==> config.mk <==
export PLATFORM = sky130hd
export DESIGN_NAME = uart9_rx
export DESIGN_NICKNAME = d
export VERILOG_FILES = /design/src/rtl/uart9_rx.sv
export SDC_FILE = /design/constraint.sdc
export NUM_CORES = 1
export LEC_CHECK = 0
export BUFFER_PORTS_ARGS = -buffer_cell sky130_fd_sc_hd__buf_2
export CORE_MARGIN = 3
export CORE_UTILIZATION = 58
export DETAILED_ROUTE_END_ITERATION = 10
export MAX_ROUTING_LAYER = met4
export PLACE_DENSITY = 0.88
export SLEW_MARGIN = 20
export SYNTH_ARGS = -nofsm -noshare
export SYNTH_HDL_FRONTEND = slang
export SYNTH_SLANG_ARGS = --single-unit
==> constraint.sdc <==
create_clock -name clk -period 2.6 [get_ports clk]
set_input_delay 0.39 -clock clk [delete_from_list [all_inputs] [get_ports clk]]
set_output_delay 0.39 -clock clk [all_outputs]
set_load 0.03 [all_outputs]
==> src/rtl/uart9_rx.sv <==
// Receiver for the 9-bit UART link (start, 9 data LSB first, 1 stop, idle high).
// Delivers framed words through a valid/ready holding register with frame and overrun flags.
module uart9_rx #(
  parameter int unsigned CLK_HZ = 100_000_000,
  parameter int unsigned BAUD   = 115200
) (
  input  logic       clk,
  input  logic       reset_n,
  input  logic       rx,
  output logic [8:0] data9,
  output logic       data_valid,
  input  logic       data_ready,
  output logic       frame_err,
  output logic       overrun,
  output logic       busy
);

  localparam int unsigned DIV  = CLK_HZ / BAUD;
  localparam int unsigned CntW = $clog2(DIV);
  localparam logic [CntW-1:0] CntHalf = CntW'(DIV / 2 - 1);
  localparam logic [CntW-1:0] CntLast = CntW'(DIV - 1);

  typedef enum logic [2:0] {
    StIdle,
    StStart,
    StData,
    StStop,
    StWaitIdle
  } state_e;

  state_e          state_q;
  logic [CntW-1:0] cnt_q;
  logic [3:0]      idx_q;
  logic [8:0]      shreg_q;
  logic            rx_meta_q;
  logic            rx_s_q;

  always_ff @(posedge clk) begin
    if (!reset_n) begin
      state_q    <= StIdle;
      cnt_q      <= '0;
      idx_q      <= '0;
      shreg_q    <= '0;
      rx_meta_q  <= 1'b1;
      rx_s_q     <= 1'b1;
      data9      <= '0;
      data_valid <= 1'b0;
      frame_err  <= 1'b0;
      overrun    <= 1'b0;
      busy       <= 1'b0;
    end else begin
      rx_meta_q <= rx;
      rx_s_q    <= rx_meta_q;
      frame_err <= 1'b0;
      overrun   <= 1'b0;

      // A deliver later in this block overrides the accept-clear.
      if (data_valid && data_ready) begin
        data_valid <= 1'b0;
      end

      case (state_q)
        StIdle: begin
          if (!rx_s_q) begin
            state_q <= StStart;
            cnt_q   <= '0;
            busy    <= 1'b1;
          end
        end
        StStart: begin
          if (cnt_q == CntHalf) begin
            cnt_q <= '0;
            idx_q <= '0;
            if (!rx_s_q) begin
              state_q <= StData;
            end else begin
              state_q <= StIdle;
              busy    <= 1'b0;
            end
          end else begin
            cnt_q <= cnt_q + CntW'(1);
          end
        end
        StData: begin
          if (cnt_q == CntLast) begin
            cnt_q   <= '0;
            shreg_q <= {rx_s_q, shreg_q[8:1]};
            if (idx_q == 4'd8) begin
              state_q <= StStop;
            end else begin
              idx_q <= idx_q + 4'd1;
            end
          end else begin
            cnt_q <= cnt_q + CntW'(1);
          end
        end
        StStop: begin
          if (cnt_q == CntLast) begin
            cnt_q <= '0;
            busy  <= 1'b0;
            if (rx_s_q) begin
              state_q <= StIdle;
              if (!data_valid || data_ready) begin
                data9      <= shreg_q;
                data_valid <= 1'b1;
              end else begin
                overrun <= 1'b1;
              end
            end else begin
              state_q   <= StWaitIdle;
              frame_err <= 1'b1;
            end
          end else begin
            cnt_q <= cnt_q + CntW'(1);
          end
        end
        StWaitIdle: begin
          if (rx_s_q) begin
            state_q <= StIdle;
          end
        end
        default: begin
          state_q <= StIdle;
          busy    <= 1'b0;
        end
      endcase
    end
  end

endmodule

==> qor.yml, run 1 <==
synth_edf_count: 0
min_path_type: "in2reg"
grt_antenna_before_repair: 0
worst_pin_slew_ns: 0.589
overflow: 0
drc: 0
ir_drop_uv: 401
netlist_instances: 215
pwr_density_cell_nw_per_um2: 647
synth_ff_type: "dfxtp_1"
final_cells: 273
dieArea_um2: 4040
nets: 237
synth_cell_types: 54
whs_ns: 0.211
hold_viol: 0
ys_warn_count: 0
place_hpwl_um: 2480
ys_ff_latch: 41
wirelength_um: 3650
synth.top_cell.area_share_pct: 42.7
die_width_um: 63.6
worst_ep_arrival_time_ns: 2.29
netlist_top_cells_count: "dfxtp_1 (41), nand2_1 (30), nor2_1 (20)"
clock-root-buffer: "clkbuf_4"
drt_iter0_markers: 107
netlist_area_um2: 1920
crit_path_top_delay_cell: "dfxtp_1"
rsz0062_at_grt: "no"
fmax_mhz: 492
synth_nets: 223
fin_crit_ns: 2.03
ant_nets: 0
required_ns: 2.86
h-tree-depth: 2
crit_chain: "or3b_1 > or3_1 > a21oi_2 > o21ai_1 > a32o_1"
die_h_um: 63.6
tritoncts: "built"
initial_core_util_pct: 61.9
cts.sinks: 41
cp_max_fo: 10
cts.clk_slew.worst_paths_ns: 0.12
synth_top_family_by_area: "simple AND/OR/NAND/NOR gates"
met1Wirelength_um: 1700
highest_layer: "met4"
grt_usage_pct: 20.9
cts_hold_buf: 0
num_rows: 20
core_area_um2: 3100
grt_pass1_wl_um: 6340
cts_buffers: 5
cts_setup_buffers: 0
wl_met2_um: 1740
synthAdderAreaFrac_pct: 2.60
max_stage_delay_ns: 0.51
p_leak_nw: 0.762
via_per_inst: 5.60
max_slew_margin_pct: 60.5
antenna_cells: 0
cts_resized: 0
route.met3.wl_um: 123
synth.largest_area_cell: "dfxtp_1"
gp_congestion: 0.841
ios: 17
first_global_vias: 1366
fin_setup_tns_ns: 0
finClkSkew_ns: 0.00711
postSynth.asyncResetShare_pct: 0
synth_area_leaders: "dfxtp_1 (43%), mux2i_1 (6.3%), nand2_1 (5.9%), nor2_1 (3.9%), a21oi_1 (3.1%)"
grt_max_degree: 24
cp-end-kind: "flop"
min_period_over_period_pct: 78.1
synth.area.mux_share_pct: 6.25
wire_per_inst_um: 13.4
status: "finished, final reports clean"
drv_slew: 0
placed_cells: 266
drt-pass1-iter-count: 4
clockBufferDepth: 2
portBuffers: 16
avgSynthCellArea_um2: 8.94
synth_compound_area_share_pct: 15.4
ys_seq_area_share_pct: 42.7
setup_viol: 0
synthSimpleGateAreaFrac_pct: 27.7
insertion_delay_ns: 0.35
crit_path_start_kind: "flop"
cap_violations: 0
vias: 1530
drive_gt1_share_pct: 15.3
synth.most_common_cell: "dfxtp_1"
synth_xor_area_share_pct: 1.37
crit_type: "reg2reg"
area_growth_pct: 8.92
## final cells by class
cell class              instances  area [um2]
clock buffers                   5        37.5
clock inverters                 2        35.0
fillers                       271        1010
inverters                       7        26.3
multi-input cells             156        1020
flip-flops and latches         41         821
well taps                      44        55.1
repair buffers                 18        95.1
## cell usage in the layout (no fill, tap or decap), drive strengths merged, types with 3 or more instances in the layout
| cell | instances |
|---|---|
| dfxtp | 41 |
| nand2 | 30 |
| nor2 | 21 |
| buf | 18 |
| a21oi | 13 |
| mux2i | 12 |
| nand3 | 11 |
| a31oi | 9 |
| inv | 6 |
| clkbuf | 5 |
| nor3b | 4 |
| nand3b | 4 |
| ha | 4 |
| or3b | 4 |
| or3 | 4 |
| nand2b | 3 |
| o21ai | 3 |
## per-stage QoR
step / setup slack (ns) / util, % / cell area (um2) / total power [mW]
floorplan: 0.754 / - / 1920 / 0.925
global placement: 0.607 / 65.1 / 2020 / 0.962
detailed placement: 0.595 / 65.1 / 2020 / 0.968
CTS: 0.573 / 67.5 / 2090 / 1.36
global route: 0.299 / 67.5 / 2090 / 1.42
finish: 0.569 / 67.5 / 2090 / 1.35
## report_power, final
group	switching, mW	internal, mW
Clock	0.203	0.196
Sequential	0.0336	0.651
Combinational	0.160	0.110
## critical path, delay by kind of cell (launching register included)
family / cells / cell delay (ns)
AO/OA/AOI/OAI: 3 / 0.61
flip-flops: 1 / 0.51
AND/OR/NAND/NOR: 2 / 0.81
## layer usage
layer | up-vias | GRT usage, %
li1 | 783 | -
met1 | 712 | 26.3
met2 | 25 | 31.0
met3 | 10 | 5.53
met4 | 0 | 9.70
met5 | - | -
## worst paths after layout
kind	endpoint	cells past startpoint	slack (ns)	startpoint
setup / recovery	idx_q[2]$_SDFFE_PN0P_	5	0.57	state_q[0]$_SDFFE_PN0P_
hold / removal	rx_meta_q$_SDFF_PN1_	2	0.21	rx
setup reg to reg	idx_q[2]$_SDFFE_PN0P_	5	0.57	state_q[0]$_SDFFE_PN0P_
hold reg to reg	rx_s_q$_SDFF_PN1_	1	0.42	rx_meta_q$_SDFF_PN1_
## flip-flops by register name (all words and copies together) (netlist names)
register	count
busy	1
cnt_q	10
data9	9
data_valid	1
frame_err	1
idx_q	4
overrun	1
rx_meta_q	1
rx_s_q	1
shreg_q	9
state_q	3
## logic make-up after synthesis
logic type	after synthesis
compound gates	40
xor+xnor	3
fa+ha+maj	4
buf+inv	18
flops	41
mux	12
simple gates	97
(Power assumes the default switching activity.)
==> inputs of run 2 (changes only) <==
Settings changed: CORE_UTILIZATION 58 to 52, PLACE_DENSITY 0.88 to 0.84.
Clock period 2.6 ns to 1.7 ns, I/O delays scaled along.
==> run 2 against run 1 <==
Compared with the run above:
- the run now ends with setup timing left
- clock power is 140% higher
- register-to-register slack worse by 0.74 ns
- clock skew hardly changed
- die area is 10% higher
- largest cell class unchanged
==> qor.yml, run 2 (same netlist as run 1, synthesis figures left out) <==
cts_buffers: 5  # unchanged
via_per_inst: 5.89  # +5.1%
gp_congestion: 0.901  # +7.2%
place_ws_ns: -0.102  # -0.697 ns
die_width_um: 66.8  # +5.1%
grt_max_degree: 22  # -8.3%
fin_crit_ns: 1.87  # -0.157 ns
clockBufferDepth: 2  # unchanged
power.share.switching_pct: 28.4  # -0.94 points
p_leak_nw: 1.00  # +32%
vias: 1826  # +19%
max_slew_margin_pct: 68.0  # +7.5 points
area_growth_pct: 36.2
first_global_vias: 1820  # +33%
drive_gt1_share_pct: 36.7  # +21 points
core_area_um2: 3440  # +11%
top_regs: "cnt_q x10, data9 x9, shreg_q x9"
r2r_setup_slack_ns: -0.17  # -0.74 ns
drt-pass1-iter-count: 4  # unchanged
crit_type: "reg2reg"
tritoncts: "built"
top_register: "cnt_q"
pwr_density_cell_nw_per_um2: 1020  # +57%
ant_nets: 0  # unchanged
timing.rr.start: "cnt_q[1]$_SDFFE_PN0P_"
fill_cells: 217  # -20%
worst_pin_slew_ns: 0.479  # -0.110 ns
layout_common_cells: "dfxtp_1 (35), buf_4 (27), nand2_1 (26), nor2_1 (20), buf_2 (16)"
insertion_delay_ns: 0.30  # -0.05 ns
r2r_cells: 7  # +2
p_int_mw: 1.91  # +99%
crit_path_top_delay_cell: "or3_4"
net-switching-power_mw: 0.757  # +90%
place_hpwl_um: 2970  # +20%
crit_path_start: "cnt_q[1]$_SDFFE_PN0P_"
crit_end: "state_q[2]$_SDFFE_PN0P_"
portBuffers: 16  # unchanged
worst_slack_ns: -0.174  # -0.743 ns
cp-end-kind: "flop"
wire_per_inst_um: 17.5  # +31%
grt_pass1_wl_um: 8790  # +39%
antenna_cells: 0  # unchanged
dieArea_um2: 4460  # +10%
mostFrequentLayoutCell: "dfxtp_1"
crit_path_start_kind: "flop"
drv_slew: 0  # unchanged
fmax_mhz: 534  # +8.4%
grt_antenna_before_repair: 0  # unchanged
path_buf_inv: 2  # +2
min_period_over_period_pct: 110  # +32 points
finish.utilization_pct: 76.0  # +8.6 points
r2r_end: "state_q[2]$_SDFFE_PN0P_"
fin_setup_tns_ns: -1.49  # -1.49 ns
cp_max_fo: 4  # -6
die_h_um: 66.8  # +5.1%
drc: 0  # unchanged
required_ns: 1.92  # -0.94 ns
h-tree-depth: 2  # unchanged
min_path_type: "in2reg"
clockPowerShare_pct: 35.7  # +6.2 points
crit_chain: "inv_2 > ha_4 > nand4bb_1 > or3_4 > a221oi_4 > buf_4 > mux2i_1"
crit_family: "simple AND/OR/NAND/NOR gates"
cap_violations: 0  # unchanged
wirelength_um: 5410  # +48%
nets: 271  # +14%
ir_drop_uv: 834  # +110%
status: "complete, but fails checks"
initial_core_util_pct: 55.8  # -6.1 points
finClkSkew_ns: 0.00666  # -0.000444 ns
violations: "setup timing"
largest_register_ffs: 10  # unchanged
worstHoldPathCells: 2  # unchanged
max_stage_delay_ns: 0.44  # -0.07 ns
share_comb_of_total_power_pct: 25.3  # +5.4 points
setup_viol: 31  # +31
overflow: 0  # unchanged
cts.sinks: 41  # unchanged
clock-root-buffer: "clkbuf_8"
p_total_mw: 2.67  # +97%
hold_viol: 0  # unchanged
grt_usage_pct: 27.3  # +6.5 points
cts.clk_slew.worst_paths_ns: 0.08  # -0.04 ns
drt_iter0_markers: 144  # +35%
power_frac_seq_pct: 39.0  # -12 points
worst_ep_arrival_time_ns: 2.09  # -0.20 ns
num_rows: 21  # +5.0%
ios: 17  # unchanged
rsz0062_at_grt: "yes"
cp.depth: 7  # +2
## run 2: power groups by stage
stage	Clock, mW	Sequential (mW)	Combinational [mW]
after floorplan	0	1.06	0.367
after global placement	0	1.05	0.538
final	0.951	1.04	0.675
after detailed placement	0	1.05	0.553
after global routing	1.01	1.04	0.716
after CTS	0.950	1.03	0.609
## run 2: per-layer routing
layer  GRT usage, %  share of wire (%)
met1           31.8                 39
met2           44.3                 51
met3           5.56                5.9
met4           14.5                3.7
met5              -                  0
## run 2: worst min path at each step
stage / startpoint / end
6_report: rx / rx_meta_q$_SDFF_PN1_
3_3_place_gp: rx_meta_q$_SDFF_PN1_ / rx_s_q$_SDFF_PN1_
5_1_grt: rx / rx_meta_q$_SDFF_PN1_
4_1_cts: rx / rx_meta_q$_SDFF_PN1_
2_1_floorplan: rx / rx_meta_q$_SDFF_PN1_
3_5_place_dp: rx_meta_q$_SDFF_PN1_ / rx_s_q$_SDFF_PN1_
## run 2: repair_timing
action                                  CTS  global route
resized for setup                        21            15
endpoints found under the setup margin   35            36
pin swaps                                 7             4
hold buffers                              0             0
setup buffers                             3             3
cloned                                    4             0
## run 2: worst reg2reg max path, stage by stage (launching register included)
cell and delay, ns:
dfxtp_4 0.36, inv_2 0.06, ha_4 0.11, nand4bb_1 0.14, or3_4 0.44, a221oi_4 0.32
buf_4 0.17, mux2i_1 0.20
## run 2: cell type report
cell class | count | area [um2] | area share (%)
multi-input combinational | 158 | 1170 | 44.6
sequential | 41 | 833 | 31.8
timing repair buffer | 50 | 395 | 15.1
clock buffer | 5 | 68.8 | 2.63
clock inverter | 3 | 68.8 | 2.63
tap | 46 | 57.6 | 2.20
inverter | 7 | 26.3 | 1.00
## run 2: per-stage QoR
stage                     area [um2]  hold slack, ns  cells
final                           2620           0.134    310
after global routing            2620           0.149    310
after CTS                       2540           0.132    308
after detailed placement        2240           0.392    293
after global placement          2240           0.388    293
after floorplan                 1950           0.356    215
